`src/rtl/mem_arbiter_2p_pkg.sv`:
```
// Shared encodings and default widths for the two-port memory arbiter.
package mem_arbiter_2p_pkg;

  typedef enum logic [1:0] {
    IDLE   = 2'd0,
    ACCESS = 2'd1,
    WAIT   = 2'd2,
    RESP   = 2'd3
  } state_t;

  localparam logic GNT_A = 1'b0;
  localparam logic GNT_B = 1'b1;

  localparam int DEF_ADDR_W = 5;
  localparam int DEF_DATA_W = 8;

endpackage

```
`src/rtl/mem_arbiter_2p_rr_pick_2.sv`:
```
// Combinational 2-way round-robin pick: sole requester wins, prio breaks ties.
// Zero latency; no backpressure (pure function of req and prio).
module mem_arbiter_2p_rr_pick_2
  import mem_arbiter_2p_pkg::*;
(
  input  logic [1:0] req,
  input  logic       prio,
  output logic       valid,
  output logic       gnt
);

  always_comb begin
    valid = |req;
    gnt   = GNT_A;
    if (req == 2'b11) begin
      gnt = prio;
    end else if (req[1]) begin
      gnt = GNT_B;
    end
  end

endmodule

```
`src/rtl/mem_arbiter_2p.sv`:
```
// Round-robin arbiter/sequencer for two single-byte requesters sharing the banked memory.
// Write ack 2 cycles after the IDLE grant cycle, read ack 2+RD_LAT; losers hold req until granted.
module mem_arbiter_2p
  import mem_arbiter_2p_pkg::*;
#(
  parameter int RD_LAT = 1,
  parameter int ADDR_W = DEF_ADDR_W,
  parameter int DATA_W = DEF_DATA_W
) (
  input  logic              clock,
  input  logic              reset,
  input  logic              a_req,
  input  logic              a_we,
  input  logic [ADDR_W-1:0] a_addr,
  input  logic [DATA_W-1:0] a_wdata,
  output logic              a_ack,
  output logic [DATA_W-1:0] a_rdata,
  input  logic              b_req,
  input  logic              b_we,
  input  logic [ADDR_W-1:0] b_addr,
  input  logic [DATA_W-1:0] b_wdata,
  output logic              b_ack,
  output logic [DATA_W-1:0] b_rdata,
  output logic [ADDR_W-1:0] mem_address,
  output logic [DATA_W-1:0] mem_data_in,
  output logic              mem_read_en,
  output logic              mem_write_en,
  input  logic [DATA_W-1:0] mem_data_out,
  output logic              busy
);

  localparam int CNT_W = 2;

  state_t            state;
  logic              prio;
  logic              gnt_id;
  logic              lat_we;
  logic [CNT_W-1:0]  wait_cnt;
  logic              pick_vld;
  logic              pick_gnt;
  logic              sel_we;
  logic [ADDR_W-1:0] sel_addr;
  logic [DATA_W-1:0] sel_wdata;

  mem_arbiter_2p_rr_pick_2 u_rr_pick_2 (
    .req   ({b_req, a_req}),
    .prio  (prio),
    .valid (pick_vld),
    .gnt   (pick_gnt)
  );

  assign sel_we    = (pick_gnt == GNT_B) ? b_we    : a_we;
  assign sel_addr  = (pick_gnt == GNT_B) ? b_addr  : a_addr;
  assign sel_wdata = (pick_gnt == GNT_B) ? b_wdata : a_wdata;

  // mem_address / mem_data_in double as the latched request, so they hold until the next grant.
  always_ff @(posedge clock) begin
    if (reset) begin
      state        <= IDLE;
      prio         <= GNT_A;
      gnt_id       <= GNT_A;
      lat_we       <= 1'b0;
      wait_cnt     <= '0;
      a_ack        <= 1'b0;
      b_ack        <= 1'b0;
      a_rdata      <= '0;
      b_rdata      <= '0;
      mem_address  <= '0;
      mem_data_in  <= '0;
      mem_read_en  <= 1'b0;
      mem_write_en <= 1'b0;
      busy         <= 1'b0;
    end else begin
      a_ack        <= 1'b0;
      b_ack        <= 1'b0;
      mem_read_en  <= 1'b0;
      mem_write_en <= 1'b0;
      case (state)
        IDLE: begin
          if (pick_vld) begin
            gnt_id      <= pick_gnt;
            lat_we      <= sel_we;
            mem_address <= sel_addr;
            if (sel_we) begin
              mem_data_in  <= sel_wdata;
              mem_write_en <= 1'b1;
            end else begin
              mem_read_en <= 1'b1;
            end
            busy  <= 1'b1;
            state <= ACCESS;
          end
        end
        ACCESS: begin
          if (lat_we) begin
            a_ack <= (gnt_id == GNT_A);
            b_ack <= (gnt_id == GNT_B);
            state <= RESP;
          end else begin
            wait_cnt <= CNT_W'(RD_LAT - 1);
            state    <= WAIT;
          end
        end
        WAIT: begin
          if (wait_cnt == '0) begin
            if (gnt_id == GNT_A) begin
              a_rdata <= mem_data_out;
            end else begin
              b_rdata <= mem_data_out;
            end
            a_ack <= (gnt_id == GNT_A);
            b_ack <= (gnt_id == GNT_B);
            state <= RESP;
          end else begin
            wait_cnt <= wait_cnt - CNT_W'(1);
          end
        end
        RESP: begin
          prio  <= ~gnt_id;
          busy  <= 1'b0;
          state <= IDLE;
        end
        default: state <= IDLE;
      endcase
    end
  end

endmodule

```
`config.mk`:
```
export PLATFORM = sky130hd
export DESIGN_NAME = mem_arbiter_2p
export DESIGN_NICKNAME = d
export VERILOG_FILES = /design/src/rtl/mem_arbiter_2p_pkg.sv /design/src/rtl/mem_arbiter_2p_rr_pick_2.sv /design/src/rtl/mem_arbiter_2p.sv
export SDC_FILE = /design/constraint.sdc
export NUM_CORES = 1
export LEC_CHECK = 0
export ABC_AREA = 1
export CORE_MARGIN = 10
export CORE_UTILIZATION = 35
export DETAILED_ROUTE_END_ITERATION = 10
export DONT_BUFFER_PORTS = 1
export GPL_TIMING_DRIVEN = 0
export PLACE_DENSITY = 0.52
export SLEW_MARGIN = 0
export SYNTH_ARGS = -nofsm -noshare
export SYNTH_HDL_FRONTEND = slang
export SYNTH_SLANG_ARGS = --single-unit
```
`constraint.sdc`:
```
create_clock -name clock -period 1.4 [get_ports clock]
set_clock_uncertainty 0.1 [all_clocks]
set_input_delay 0.14 -clock clock [delete_from_list [all_inputs] [get_ports clock]]
set_output_delay 0.14 -clock clock [all_outputs]
set_load 0.05 [all_outputs]
```
==> flow_summary.ini, run 1 <==
[status]
outcome = finished, violations left
violations = negative setup slack

[worst_setup_path]
critPathCaptureType = register
critPathRequiredTime_ns = 1.51
start_kind = register
crit_path_max_fanout = 10
crit_type = register to register
worstPathArrival_ns = 1.55

[global_route]
grt_max_degree = 14
grt_pass1_wl_mm = 8.928
grt_pass1_vias = 1747
grt.overflow.total = 0
antenna_found_initial = 0
gr-usage-all-layers_pct = 12.93

[timing]
worst_slew_pin_slew_ns = 0.6049
setup_violations = 12
fin_crit_sh_pct = 103.0
hold_viol = 0
slew_headroom_pct = 59.62
fmax_ghz = 0.6934
timing.final.ws_setup_ns = -0.04207
tns_ns = -0.3081
rsz0062_at_grt = yes
period_needed_ns = 1.442
maxSlewViolCount = 0

[synth]
yosysMostFrequentCell = nand2_1
netlist_top_cells_area = dfxtp_1, nand2_1, nor2_1, inv_1, a21oi_1
ys_async_sr_fraction_pct = 0
yosys_warnings = 0
synth_area_um2 = 1842
netlist_top_cells_count = nand2_1, nor2_1, dfxtp_1
seq_area_frac_synth_pct = 44.57
yosysUniqueCellTypes = 23
synthCells = 263
synthFlopType = dfxtp_1
synth_edf_count = 0
syn-num-nets = 309
synth.avg_cell_area_um2 = 7.003
yosys.area.top_type = dfxtp_1
synth_top_cell_area_share_pct = 44.57
synth.ff_latch_count = 41

[final_layout]
num_antenna_cells = 0
drive_gt1_share_pct = 17.30
synthToLayoutAreaGrowth_pct = 41.17
fin_nets = 363

[detailed_routing]
ant_nets = 0
post_drt_via_cell_ratio = 4.575
drt-pass1-iter-count = 5
drt_iter0_markers = 94
finalWirelength_mm = 5.566
wl_per_cell_um = 14.35
post-route-drc-count = 0
vias = 1775

[clock_tree]
cts_max_level = 2
clock-sinks = 41
clk_latency_ns = 0.30
cts_buffers = 5
cts_buffer_depth = 2
cts.clk_slew.worst_paths_ns = 0.09
cts_tree = done
cts_root_buf = clkbuf_8

[floorplanning]
io_pins = 74
initial_core_util_pct = 36.06
die_area_um2 = 8564
core-area_um2 = 5107
die_w_um = 92.54
row_count = 26
dieHeight_um = 92.54

[pwr]
p_leak_nw = 1.183
peakVddDrop_mv = 1.013
p_total_mw = 5.119
power_density_nw_per_um2 = 1969

[min_path]
hold_class = primary input to register

[place]
port_buffers = 0
dp_hpwl_mm = 3.745
gp_congestion = 0.7841

[run]
cap_violations = 0
cell type report:
| class | instances | area, µm² |
|---|---|---|
| clock buffers | 5 | 68.82 |
| well taps | 70 | 87.58 |
| clock inverters | 3 | 17.52 |
| plain buffers | 9 | 63.81 |
| multi-input cells | 185 | 959.7 |
| flip-flops and latches | 41 | 828.3 |
| repair buffers | 46 | 455.4 |
| fillers | 518 | 2507 |
| inverters | 29 | 118.9 |
cells by family (layout without fill, tap and decap cells):
family	count (synthesis)	after routing	synth area share [%]
simple gates	146	147	32.95
flops	41	41	44.57
buf+inv	38	92	9.103
compound gates	32	32	9.307
fa+ha+maj	6	6	4.076
where the power goes:
| group | switching, mW | internal [mW] |
|---|---|---|
| sequential | 1.08 | 1.48 |
| combinational | 0.962 | 0.804 |
| clock | 0.441 | 0.345 |
| total | 2.49 | 2.63 |
critical path: stages, from the launching register on:
cell and delay [ns]:
dfxtp_4 0.38, inv_4 0.07, ha_4 0.14, inv_2 0.04
nor2_4 0.19, nand3_4 0.12, buf_6 0.16, nor2_1 0.09
nor2_1 0.05
routing by layer:
metal / track usage (%) / up-vias / share of wire (%)
met5: 0 / - / 0
met4: 4.242 / 0 / 1.4
met3: 5.408 / 6 / 7.9
met2: 21.35 / 49 / 48
met1: 14.79 / 798 / 42
li1: - / 922 / -
placed cells by master (no fill, tap or decap), drive strengths merged:
| cell type | count |
|---|---|
| nor3b | 1 |
| clkinv | 2 |
| ha | 6 |
| nand3 | 15 |
| o211ai | 2 |
| nand2 | 80 |
| nor2 | 50 |
| dlygate4sd3 | 38 |
| clkbuf | 8 |
| a211oi | 1 |
| clkinvlp | 1 |
| a21oi | 16 |
| inv | 29 |
| nor3 | 1 |
| o21ai | 13 |
| dfxtp | 41 |
| buf | 14 |
stage by stage:
| stage | std cells | instance area, µm² | hold slack (ns) | util (%) | setup slack [ns] |
|---|---|---|---|---|---|
| after detailed placement | 333 | 1934 | 0.1822 | 37.87 | -0.1555 |
| after CTS | 384 | 2476 | 0.005000 | 48.48 | -0.0001602 |
| after global routing | 388 | 2600 | 0.006771 | 50.91 | -0.1429 |
| final | 388 | 2600 | 0.003698 | 50.91 | -0.04207 |
| after global placement | 333 | 1934 | 0.1826 | 37.87 | -0.1769 |
| after floorplan | 263 | 1847 | 0.1749 | - | 0.003398 |
state kept, by name, summed over array words and instances (netlist names):
| signal | cells |
|---|---|
| a_ack | 1 |
| a_rdata | 8 |
| b_ack | 1 |
| b_rdata | 8 |
| busy | 1 |
| gnt_id | 1 |
| lat_we | 1 |
| mem_address | 5 |
| mem_data_in | 8 |
| mem_read_en | 1 |
| mem_write_en | 1 |
| prio | 1 |
| state | 2 |
| wait_cnt | 2 |
path summary, 6_finish.rpt:
| path | slack [ns] | depth (start not counted) | from | to |
|---|---|---|---|---|
| min | 0.004 | 2 | b_req | mem_read_en$_SDFF_PP0_ |
| min reg2reg | 0.41 | 2 | lat_we$_SDFFE_PP0P_ | lat_we$_SDFFE_PP0P_ |
| max | -0.04 | 8 | state[1]$_SDFFE_PP0P_ | mem_data_in[2]$_SDFFE_PP0P_ |
| max reg2reg | -0.04 | 8 | state[1]$_SDFFE_PP0P_ | mem_data_in[2]$_SDFFE_PP0P_ |
repair_timing:
item	CTS	global route
hold buffers	38	0
setup endpoints to repair	38	38
resized for setup	11	32
setup buffers	4	3
hold endpoints to repair	33	0
gates cloned	1	1
pin swaps	3	17
No activity file was read; power rests on OpenSTA's default activity.
==> run 2, diff against run 1 <==
--- a/config.mk
+++ b/config.mk
@@ -6,6 +6,7 @@
 export NUM_CORES = 1
 export LEC_CHECK = 0
 export ABC_AREA = 1
+export CORE_ASPECT_RATIO = 2
 export CORE_MARGIN = 10
 export CORE_UTILIZATION = 35
 export DETAILED_ROUTE_END_ITERATION = 10
==> flow_summary.ini, run 2 (synthesized netlist as in run 1, its figures left out) <==
[status]
outcome = finished, violations left
violations = negative setup slack

[final_layout]
fillers = 472
final_cell_mix = nand2_1, nor2_1, dfxtp_1
num_antenna_cells = 0
final_area_um2 = 2648
finalNonFillerCells = 378
fin_nets = 365
reg.largest.list = a_rdata: 8 flops, b_rdata: 8 flops, mem_data_in: 8 flops
final_common_cell = nand2_1
drive_gt1_share_pct = 20.00
synthToLayoutAreaGrowth_pct = 43.75
final_core_util_pct = 51.52

[detailed_routing]
wl_per_cell_um = 14.73
drt_iter0_markers = 53
post_drt_via_cell_ratio = 4.646
finalWirelength_mm = 5.567
ant_nets = 0
drt-pass1-iter-count = 4
vias = 1756
post-route-drc-count = 0

[pwr]
p_int_mw = 2.720
p_switching_mw = 2.499
peakVddDrop_mv = 1.447
power_density_nw_per_um2 = 1971
switching_share_pct = 47.88
p_leak_nw = 1.207
seq_power_share_pct = 48.7
p_comb_share_pct = 36.9
clock_power_share_pct = 14.4

[global_route]
grt_pass1_wl_mm = 8.756
grt.overflow.total = 0
antenna_found_initial = 0
gr-usage-all-layers_pct = 12.30
grt_max_degree = 14
grt_pass1_vias = 1768

[timing]
tns_ns = -0.04183
period_needed_ns = 1.426
setup_violations = 6
rsz0062_at_grt = yes
fin_crit_sh_pct = 101.9
maxSlewViolCount = 0
slew_headroom_pct = 63.15
hold_viol = 0
timing.final.ws_setup_ns = -0.02613
fmax_ghz = 0.7012
worst_slew_pin_slew_ns = 0.5528

[place]
placed_cells = 321
place_area_um2 = 1919
dp_hpwl_mm = 4.036
preCtsSetupSlack_ns = -0.2446
gp_congestion = 0.8294
port_buffers = 0

[worst_setup_path]
rrSetupSlack_ns = -0.03
crit_path_max_fanout = 4
start_kind = register
crit_type = register to register
critPathSlowestCell = dfxtp_4
crit_chain = buf_4, ha_4, o211ai_1, nand2_1, o21ai_1, nor2_1
max_stage_delay_ns = 0.36
critPathCaptureType = register
worstPathArrival_ns = 1.50
critPathRequiredTime_ns = 1.48

[clock_tree]
cts_max_level = 2
cts_buffers = 5
cts_buffer_depth = 2
clock-sinks = 41
clk_latency_ns = 0.29
cts_tree = done
cts.clk_slew.worst_paths_ns = 0.08
cts_root_buf = clkbuf_8

[floorplanning]
initial_core_util_pct = 35.84
die_area_um2 = 8740
core-area_um2 = 5139
die_w_um = 71.30
dieHeight_um = 122.6
row_count = 37
io_pins = 74

[run]
cap_violations = 0

[min_path]
hold_class = primary input to register
run 2: timing repair:
action	in CTS	in global routing
hold endpoints to repair	32	0
hold buffers	36	0
cloned	0	1
pin swaps	5	12
endpoints found under the setup margin	39	38
buffers inserted	8	4
gates resized for setup	17	38
run 2: area by class of cell:
| cell class | instances | area, µm² | area share [%] |
|---|---|---|---|
| Clock inverter | 3 | 17.52 | 0.6616 |
| Sequential cell | 41 | 828.3 | 31.29 |
| Timing Repair Buffer | 49 | 494.2 | 18.67 |
| Buffer | 9 | 63.81 | 2.410 |
| Multi-Input combinational cell | 184 | 978.4 | 36.96 |
| Tap cell | 58 | 72.57 | 2.741 |
| Clock buffer | 5 | 68.82 | 2.599 |
| Inverter | 29 | 123.9 | 4.679 |
run 2: critical path: cells and delay by family, from the launching register on:
| family | cells | cell delay, ns |
|---|---|---|
| compound gates | 2 | 0.41 |
| flops | 1 | 0.36 |
| fa+ha+maj | 1 | 0.17 |
| buf+inv | 1 | 0.14 |
| simple gates | 2 | 0.14 |
run 2: worst paths after layout:
kind	startpoint	end	depth (start not counted)
max	state[1]$_SDFFE_PP0P_	wait_cnt[1]$_SDFFE_PP0P_	6
min	a_we	mem_read_en$_SDFF_PP0_	3
max reg2reg	state[1]$_SDFFE_PP0P_	wait_cnt[1]$_SDFFE_PP0P_	6
min reg2reg	lat_we$_SDFFE_PP0P_	lat_we$_SDFFE_PP0P_	2
run 2: power groups by stage:
stage	clock network, mW	registers [mW]	logic [mW]
2_1_floorplan	0	2.47	0.989
3_3_place_gp	0	2.56	1.22
3_5_place_dp	0	2.57	1.24
4_1_cts	0.793	2.57	1.57
5_1_grt	0.829	2.59	2.17
6_report	0.752	2.54	1.92
run 2: metrics by stage:
step           hold WS, ns  power [mW]
2_1_floorplan       0.1749       3.458
3_3_place_gp        0.1806       3.783
3_5_place_dp        0.1846       3.807
4_1_cts           0.003232       4.927
5_1_grt            0.01151       5.590
6_report          0.003810       5.219
run 2: layer usage:
metal	vias to the layer above	GRT usage, %	share of wire, %
li1	926	-	-
met1	775	11.08	34
met2	53	23.56	56
met3	2	5.412	9.3
met4	0	3.650	0.65
met5	-	0	0
==> run 3, diff against run 2 <==
--- a/config.mk
+++ b/config.mk
@@ -6,13 +6,16 @@
 export NUM_CORES = 1
 export LEC_CHECK = 0
 export ABC_AREA = 1
+export CELL_PAD_IN_SITES_DETAIL_PLACEMENT = 1
+export CELL_PAD_IN_SITES_GLOBAL_PLACEMENT = 1
 export CORE_ASPECT_RATIO = 2
 export CORE_MARGIN = 10
 export CORE_UTILIZATION = 35
 export DETAILED_ROUTE_END_ITERATION = 10
 export DONT_BUFFER_PORTS = 1
 export GPL_TIMING_DRIVEN = 0
-export PLACE_DENSITY = 0.52
+export MAX_ROUTING_LAYER = met4
+export PLACE_DENSITY_LB_ADDON = 0.2
 export SLEW_MARGIN = 0
 export SYNTH_ARGS = -nofsm -noshare
 export SYNTH_HDL_FRONTEND = slang
==> flow_summary.ini, run 3 (synthesized netlist as in run 1, its figures left out) <==
[detailed_routing]
drt-pass1-iter-count = 4
wl_per_cell_um = 17.41
finalWirelength_mm = 6.617
drt_iter0_markers = 63
post_drt_via_cell_ratio = 4.879
ant_nets = 0
vias = 1854
post-route-drc-count = 0

[floorplanning]
row_count = 37
dieHeight_um = 122.6
die_w_um = 71.30
core-area_um2 = 5139
io_pins = 74
initial_core_util_pct = 35.84
die_area_um2 = 8740

[worst_setup_path]
max_stage_delay_ns = 0.38
critPathRequiredTime_ns = 1.55
cp_top_family = simple AND/OR/NAND/NOR gates
start_kind = register
critPathCaptureType = register
crit_buf_inv = 3
critPathSlowestCell = dfxtp_4
crit_chain = inv_4, ha_4, inv_2, nor2_4, nand3_4, buf_12, nand2_2, nand2_1, nor2_1
crit_path_max_fanout = 6
worstPathArrival_ns = 1.58
crit_type = register to register

[clock_tree]
cts_max_level = 2
cts_root_buf = clkbuf_8
cts_tree = done
cts_buffers = 5
cts.clk_slew.worst_paths_ns = 0.09
clock-sinks = 41
holdBufCountCts = 37
cts_buffer_depth = 2
clk_latency_ns = 0.30

[timing]
maxSlewViolCount = 0
timing.final.ws_setup_ns = -0.03745
hold_viol = 2
worst_slew_pin_slew_ns = 0.5721
tns_ns = -0.1459
hold_slack_ns = -0.02689
period_needed_ns = 1.437
setup_violations = 9
slew_headroom_pct = 61.81
rsz0062_at_grt = yes
fin_crit_sh_pct = 102.7
fmax_ghz = 0.6957

[final_layout]
fin_nets = 367
final_common_cell = nand2_1
final_cell_mix = nand2_1, dfxtp_1, nor2_1
drive_gt1_share_pct = 22.05
synthToLayoutAreaGrowth_pct = 47.15
final_area_um2 = 2710
reg.largest.list = a_rdata: 8 flops, b_rdata: 8 flops, mem_data_in: 8 flops
num_antenna_cells = 0
finalNonFillerCells = 380
fillers = 629

[run]
cap_violations = 0

[pwr]
p_leak_nw = 1.223
clock_power_share_pct = 14.8
p_int_mw = 2.872
p_comb_share_pct = 39.2
switching_share_pct = 48.59
p_total_mw = 5.586
seq_power_share_pct = 46.1
p_switching_mw = 2.714
peakVddDrop_mv = 1.104
power_density_nw_per_um2 = 2061

[place]
port_buffers = 0
gp_congestion = 0.8090
place_area_um2 = 1919
placed_cells = 321
dp_hpwl_mm = 4.378
preCtsSetupSlack_ns = -0.2145

[status]
violations = negative hold slack, negative setup slack
outcome = finished, violations left

[global_route]
gr-usage-all-layers_pct = 15.16
grt.overflow.total = 0
antenna_found_initial = 0
grt_pass1_vias = 2082
grt_max_degree = 15
grt_pass1_wl_mm = 10.38

[min_path]
hold_class = primary input to register
[run 3: cell types whose count changed in the layout (fill, tap and decap cells not counted), moves of 2 or more]
cell,delta
nand2_1,-3
inv_1,-2
buf_16,+2
nor2_2,+2
inv_2,+4
buf_6,-2
inv_4,-2
o21ai_1,-3
o21ai_0,+3
nand2_4,+2
[run 3: worst paths after layout]
path / start / to / slack (ns) / cells after the start
worst max-delay path: state[1]$_SDFFE_PP0P_ / mem_data_in[2]$_SDFFE_PP0P_ / -0.04 / 9
worst min-delay path: b_req / busy$_SDFFE_PP0P_ / -0.03 / 3
worst max register to register: state[1]$_SDFFE_PP0P_ / mem_data_in[2]$_SDFFE_PP0P_ / -0.04 / 9
worst min register to register: lat_we$_SDFFE_PP0P_ / lat_we$_SDFFE_PP0P_ / 0.45 / 2
[run 3: per-layer routing]
layer	GRT usage (%)	up-vias	routed length [µm]
li1	-	926	-
met1	13.20	862	2254
met4	5.596	0	144
met3	4.281	10	337
met2	29.27	56	3881
met5	-	-	0
[run 3: area by class of cell]
cell class	count	area (µm²)	share of cell area, %
buffer	9	72.57	2.678
clock buffer	5	68.82	2.539
clock inverter	3	21.27	0.7849
inverter	29	118.9	4.386
multi-input combinational	184	988.4	36.47
sequential	41	828.3	30.56
tap	58	72.57	2.678
timing repair buffer	51	539.3	19.90
[run 3: what timing repair did]
item | 4_1_cts | 5_1_grt
resized for setup | 30 | 30
buffers inserted | 11 | 2
pin swaps | 11 | 11
setup endpoints to repair | 38 | 34
hold endpoints to repair | 33 | 1
gates cloned | 2 | 0
[run 3: power groups by stage]
stage | Combinational (mW) | Clock [mW] | Sequential, mW
floorplan | 0.989 | 0 | 2.47
global placement | 1.22 | 0 | 2.57
detailed placement | 1.27 | 0 | 2.58
CTS | 1.95 | 0.842 | 2.58
global route | 2.41 | 0.891 | 2.61
finish | 2.19 | 0.826 | 2.57
[run 3: worst min-delay path, delay by kind of cell]
family	cells	cell delay [ns]
AOI/OAI and AO/OA	1	0.06
and+or+nand+nor	2	0.12
[run 3: through the flow]
stage                     hold WS [ns]  util [%]
after floorplan                 0.1749         -
after global placement          0.1777     37.35
after detailed placement        0.1894     37.35
after CTS                    -0.004692     50.82
after global routing          -0.03239     52.74
final                         -0.02689     52.74
